===== config.mk =====
export PLATFORM = sky130hd
export DESIGN_NAME = mux_scan_sequencer
export DESIGN_NICKNAME = d
export VERILOG_FILES = /design/src/rtl/mux_scan_sequencer.sv
export SDC_FILE = /design/constraint.sdc
export NUM_CORES = 1
export LEC_CHECK = 0
export CAP_MARGIN = 40
export CELL_PAD_IN_SITES_DETAIL_PLACEMENT = 1
export CELL_PAD_IN_SITES_GLOBAL_PLACEMENT = 2
export CORE_MARGIN = 2
export CORE_UTILIZATION = 36
export CTS_CLUSTER_DIAMETER = 40
export CTS_CLUSTER_SIZE = 30
export DETAILED_ROUTE_END_ITERATION = 12
export PLACE_DENSITY_LB_ADDON = 0.1
export SYNTH_ARGS = -nofsm -noshare
export SYNTH_HDL_FRONTEND = slang
export SYNTH_SLANG_ARGS = --single-unit

===== constraint.sdc =====
create_clock -name clk -period 4.37 [get_ports clk]
set_clock_uncertainty 0.2 [all_clocks]
set_input_delay 1.0925 -clock clk [delete_from_list [all_inputs] [get_ports clk]]
set_output_delay 1.0925 -clock clk [all_outputs]
set_load 0.02 [all_outputs]

===== src/rtl/mux_scan_sequencer.sv =====
// Scan controller for a 16:1 enabled mux: steps sel 0..15, samples mux_out after SETTLE cycles, delivers a 16-bit word over valid/ready.
// Optional build macro SCAN_INVERT_EN stores ~mux_out instead of mux_out.
module mux_scan_sequencer #(
    parameter int unsigned SETTLE = 1
) (
    input  logic        clk,
    input  logic        rst,
    input  logic        start,
    output logic        busy,
    output logic [3:0]  sel,
    output logic        mux_dis,
    input  logic        mux_out,
    output logic [15:0] word,
    output logic        word_valid,
    input  logic        word_ready,
    output logic        overrun
);

    typedef enum logic [1:0] {
        ST_IDLE,
        ST_SETTLE,
        ST_SAMPLE,
        ST_HOLD
    } state_t;

    localparam logic [3:0] LP_SETTLE = 4'(SETTLE);
    // With zero settle the SETTLE state is skipped on the entry edge.
    localparam state_t LP_FIRST = (SETTLE == 0) ? ST_SAMPLE : ST_SETTLE;

    state_t      r_state;
    state_t      w_next;
    logic [3:0]  r_sel;
    logic [3:0]  r_cnt;
    logic [15:0] r_shadow;
    logic [15:0] r_word;
    logic        r_word_valid;
    logic        r_overrun;
    logic        w_bit;
    logic        w_handshake;
    logic        w_can_load;

`ifdef SCAN_INVERT_EN
    assign w_bit = ~mux_out;
`else
    assign w_bit = mux_out;
`endif

    assign w_handshake = r_word_valid && word_ready;
    assign w_can_load  = !r_word_valid || word_ready;

    always_ff @(posedge clk) begin
        if (rst) begin
            r_state <= ST_IDLE;
        end else begin
            r_state <= w_next;
        end
    end

    always_comb begin
        w_next = r_state;
        case (r_state)
            ST_IDLE: begin
                if (start) begin
                    w_next = LP_FIRST;
                end
            end
            ST_SETTLE: begin
                if (r_cnt <= 4'd1) begin
                    w_next = ST_SAMPLE;
                end
            end
            ST_SAMPLE: begin
                if (r_sel != 4'd15) begin
                    w_next = LP_FIRST;
                end else if (w_can_load) begin
                    w_next = ST_IDLE;
                end else begin
                    w_next = ST_HOLD;
                end
            end
            ST_HOLD: begin
                if (w_handshake) begin
                    w_next = ST_IDLE;
                end
            end
            default: w_next = ST_IDLE;
        endcase
    end

    always_comb begin
        busy    = (r_state != ST_IDLE);
        mux_dis = (r_state == ST_IDLE) || (r_state == ST_HOLD);
    end

    always_ff @(posedge clk) begin
        if (rst) begin
            r_sel        <= '0;
            r_cnt        <= '0;
            r_shadow     <= '0;
            r_word       <= '0;
            r_word_valid <= 1'b0;
            r_overrun    <= 1'b0;
        end else begin
            // A load later in this block overrides the clear on the same edge.
            if (w_handshake) begin
                r_word_valid <= 1'b0;
            end
            if (start && (r_state != ST_IDLE)) begin
                r_overrun <= 1'b1;
            end
            case (r_state)
                ST_IDLE: begin
                    if (start) begin
                        r_sel <= '0;
                        r_cnt <= LP_SETTLE;
                    end
                end
                ST_SETTLE: begin
                    r_cnt <= r_cnt - 4'd1;
                end
                ST_SAMPLE: begin
                    r_shadow[r_sel] <= w_bit;
                    if (r_sel != 4'd15) begin
                        r_sel <= r_sel + 4'd1;
                        r_cnt <= LP_SETTLE;
                    end else begin
                        r_sel <= '0;
                        if (w_can_load) begin
                            r_word       <= {w_bit, r_shadow[14:0]};
                            r_word_valid <= 1'b1;
                        end
                    end
                end
                ST_HOLD: begin
                    if (w_handshake) begin
                        r_word       <= r_shadow;
                        r_word_valid <= 1'b1;
                    end
                end
                default: ;
            endcase
        end
    end

    assign sel        = r_sel;
    assign word       = r_word;
    assign word_valid = r_word_valid;
    assign overrun    = r_overrun;

endmodule

Yosys cells after proc, flatten, opt, wreduce, memory -nomap -nowiden
Index checks and enable logic that the tools add are counted.

storage, ports and cells
  register bits = 44
  word-level logic and storage cells = 61
  output and inout port bits = 24
  input port bits = 5

cells by class
  $lt $le $gt $ge = 3
  reductions and logical operators = 15
  $add $sub $neg = 2
  mux-type cells = 24
  equality and inequality tests = 10

operators with widths
  cell                 count
  $mux 16              3
  $pmux 16 s2          1
  $bwmux 16            1
  $mux 4               4
  $ne 2x2->1 const B   6
  $pmux 4 s3           1
  $mux 2               5
  $pmux 2 s4           1
  $pmux 4 s2           1
  $reduce_and 3->1     2
  $reduce_bool 2->1    3
  $lt 4x5->1 const B   1
  $mux 1               5
  $add 4x1->4 const B  1
  $demux 1 s4          1
  $eq 2x2->1 const B   2
  $ge 4x1->1 const B   1
  $le 4x1->1 const B   1
  $ne 4x4->1 const B   1
  $reduce_and 4->1     1
  $sub 4x1->4 const B  1
  $logic_and 1x1->1    3
  $reduce_bool 3->1    1
  $eq 2x1->1 const B   1
  other kinds (5)      6

Depth between registers and ports, before layout
  depth after elaboration = 5
  depth in mapped cells = 7

Worst setup path after synthesis
No wires, ideal clock.

  path kind = register to output
  start = register r_state[0]
  end = output port mux_dis
  arrival = 0.873 ns
  setup slack = 2.205 ns
  buffers on the path = 0
  stages on the path, launching flop included = 4
  cells stage by stage = dfxtp_1 -> inv_1 -> ha_1 -> inv_1

on the way
  longest elaborated chain between the ends = 2

RTL lines
  element                                        RTL line  text
  from (decl)                                    30        state_t r_state;
  from (signal assigned)                         55        r_state <= w_next;
  $eq 2x2->1 or $logic_not 2->1 (tied branches)  92        mux_dis = (r_state == ST_IDLE) || (r_state == ST_HOLD);
  $logic_or 1x1->1 *                             92
  to (decl)                                      11        output logic mux_dis,

Every way passes the cells marked *; elsewhere a longest branch is shown, timed or not.

Final worst setup path
  start = register r_state[1]
  end = output port mux_dis

Same word-level chain as after synthesis.

==> results.py <==
metrics = {
    "grt": {
        "grt_antenna_before_repair": 0,
        "grt_overflow": 0,
        "grt_use_met2_pct": 23.4,
        "grt_max_degree": 60,
        "grt_pass1_wl_um": 8040,
        "busiest_layer": "met2",
        "track_usage_pct": 15.7,
        "use_met3_pct": 4.07,
        "use_met1_pct": 21.8,
        "grt_pass1_vias": 1623,
    },
    "clock_network": {
        "clockBufferDepth": 2,
        "clk_latency_ps": 300,
        "cts_tree": "done",
        "clk_pin_slew_ps": 80,
        "numCtsBuffers": 5,
        "cts_root_buf": "clkbuf_8",
        "post-cts-setup-buffers": 0,
        "cts_htree_levels": 2,
        "cts_resized": 0,
        "cts-hold-fix-buffers": 0,
        "cts_sinks": 44,
    },
    "setup_path": {
        "worst_setup_path_start_kind": "flip-flop",
        "slowest_delay_ps": 590,
        "crit_arrival_ps": 1760,
        "path_class": "reg2out",
        "cp_common_cell": "inv_1",
        "crit_family": "buffers and inverters",
        "critical_path_required_ps": 3080,
        "cp-end-kind": "primary output",
        "worst-path-buf-inv": 3,
        "crit_chain": "inv_1 -> ha_1 -> inv_1 -> clkdlybuf4s50_1",
        "crit_fanout": 4,
        "slowest_stage": "clkdlybuf4s50_1",
    },
    "power_and_ir_drop": {
        "p_sw_w": 0.000342,
        "p_leak_nw": 1.06,
        "p_comb_share_pct": 29.5,
        "power_density_nw_per_um2": 392,
        "p_int_w": 0.000675,
        "peakVddDrop_mv": 0.254,
        "pwr-share-seq_pct": 44.6,
        "p_sw_share_pct": 33.6,
        "clkPwrFrac_pct": 25.9,
    },
    "cells_and_area": {
        "fin_util_pct": 44.1,
        "diodes": 0,
        "synthToLayoutAreaGrowth_pct": 18.7,
        "final_layout_size_suffix_gt1_share_pct": 4.20,
        "fillers": 702,
        "final_nets": 277,
        "stdcell_count": 337,
    },
    "placement": {
        "port_buffers": 28,
        "dp.cells": 329,
        "place_ws_ps": 1520,
        "gp_congestion": 0.707,
        "place_hpwl_um": 3110,
    },
    "floorplanning": {
        "die_width_um": 81.9,
        "rows": 28,
        "coreArea_sq_um": 5890,
        "ios": 29,
        "die_h_um": 81.9,
        "start_util_pct": 37.1,
        "die_area_sq_um": 6710,
    },
    "logic_synthesis": {
        "synth-compound-area-share_pct": 8.07,
        "syn_area_per_cell_sq_um": 9.18,
        "synthMuxAreaShare_pct": 14.2,
        "synth-seq-cells": 44,
        "yosys_warnings": 0,
        "synthCells": 238,
        "netlist_area_sq_um": 2190,
        "yosys.area_share.simple_pct": 26.6,
        "yosysSeqAreaShare_pct": 40.3,
        "yosysUniqueCellTypes": 37,
        "synth_top_family_by_area": "simple AND/OR/NAND/NOR gates",
        "synth_fa_ha_area_share_pct": 6.30,
        "syn_nets": 254,
        "synth_xor_area_share_pct": 0,
    },
    "sta": {
        "worstMarginPinSlew_ps": 872,
        "setup_viol": 0,
        "timing.hold.ws_ps": 263,
        "timing.setup.tns_ps": 0,
        "hold_viol": 0,
        "max_slew_margin_pct": 41.9,
        "fin_crit_sh_pct": 69.8,
        "fmax_mhz": 328,
        "min_period_ps": 3050,
        "fin_ws_ps": 1320,
        "slew_viol_final": 0,
        "rsz0062_at_grt": "no",
    },
    "drt": {
        "wl_per_cell_um": 13.9,
        "ant_nets": 0,
        "num_vias": 1685,
        "routed_via_density": 5.00,
        "dr.pass1.iters": 4,
        "dr.first_iter.drc_count": 46,
        "drt-total-wl_um": 4670,
        "drc_errors": 0,
    },
    "hold_path": {
        "holdCritPathClass": "reg2reg",
    },
    "status": {
        "status": "complete, no violations",
    },
    "job": {
        "drv_cap": 0,
    },
}
cell type report:
| type | count | area (sq um) | share of cell area [%] |
|---|---|---|---|
| inverter | 10 | 37.5 | 1.45 |
| clock buffer | 8 | 90.1 | 3.47 |
| tap | 75 | 93.8 | 3.62 |
| sequential | 44 | 881 | 33.9 |
| multi-input combinational | 171 | 1200 | 46.4 |
| timing repair buffer | 29 | 288 | 11.1 |
logic make-up after synthesis:
logic type / after synthesis
compound gates: 27
fa+ha+maj: 11
buf+inv: 23
flops: 44
mux: 31
simple gates: 102
routing by layer:
layer / routed length (um) / part of all wire [%]
met1: 2410 / 51
met3: 155 / 3.3
met4: 62 / 1.3
met5: 0 / 0
met2: 2050 / 44
placed cells by master (no fill, tap or decap), types with 9 or more instances in the layout:
cell and instances:
a21oi_1 10, dfxtp_1 44, clkdlybuf4s50_1 28, inv_1 10
nand2_1 9, nor2_1 21, ha_1 11, nand2b_1 34
mux2i_1 31, nand3_1 11
stage by stage:
stage	instance area (sq um)	total power [W]
floorplan	2190	0.000669
global placement	2500	0.000763
detailed placement	2500	0.000766
CTS	2590	0.00103
global route	2590	0.00109
finish	2590	0.00102
cell usage after synthesis:
master    instances  share of area, %
o21ai_0           4              0.92
nand4_1           5               1.4
mux2i_1          31                14
buf_2             2              0.46
nor4_1            1              0.29
a211oi_1          1              0.34
a32oi_1           1              0.40
o21ai_1           2              0.46
o31ai_1           1              0.34
a21oi_4           1              0.74
nor2_1           21               3.6
nor2b_1           5               1.4
nand4_4           1              0.97
o31a_1            1              0.40
and3_1            1              0.29
nor2_4            1              0.52
dfxtp_1          44                40
nand3b_1          1              0.34
nand2_1           9               1.5
clkbuf_1          9               1.5
nor3_4            1              0.74
a31oi_1           1              0.29
nand2b_1         34               9.7
a21oi_1          10               2.3
ha_1             11               6.3
inv_1            10               1.7
buf_4             1              0.34
nand4b_1          1              0.40
a22oi_1           1              0.34
nor3b_1           2              0.69
and4_1            1              0.40
a311oi_1          3               1.2
or3_1             1              0.29
o21a_1            1              0.34
nor3_1            6               1.4
nand3_1          11               2.5
buf_6             1              0.52
worst min-delay path, cell delays in order (launching register included):
cell and delay [ps]:
dfxtp_1 320, nand2_1 50, a21oi_1 50
flip-flops by register name, indices dropped and copies added, names as in the netlist:
| register | count |
|---|---|
| overrun | 1 |
| r_cnt | 4 |
| r_shadow | 16 |
| r_state | 2 |
| sel | 4 |
| word | 16 |
| word_valid | 1 |
power by group through the flow:
stage | registers (W) | clock network (W) | logic [W]
finish | 0.000453 | 0.000264 | 0.000300
detailed placement | 0.000463 | 0 | 0.000303
CTS | 0.000454 | 0.000275 | 0.000304
global placement | 0.000463 | 0 | 0.000300
global route | 0.000459 | 0.000291 | 0.000340
floorplan | 0.000461 | 0 | 0.000208
worst paths after layout:
kind / cells after the start / slack, ps / end / start
max: 4 / 1320 / mux_dis / r_state[1]
min: 2 / 260 / r_shadow[15] / r_shadow[15]
max reg2reg: 6 / 1780 / word[5] / r_state[0]
min reg2reg: 2 / 260 / r_shadow[15] / r_shadow[15]
(Power assumes the default switching activity.)
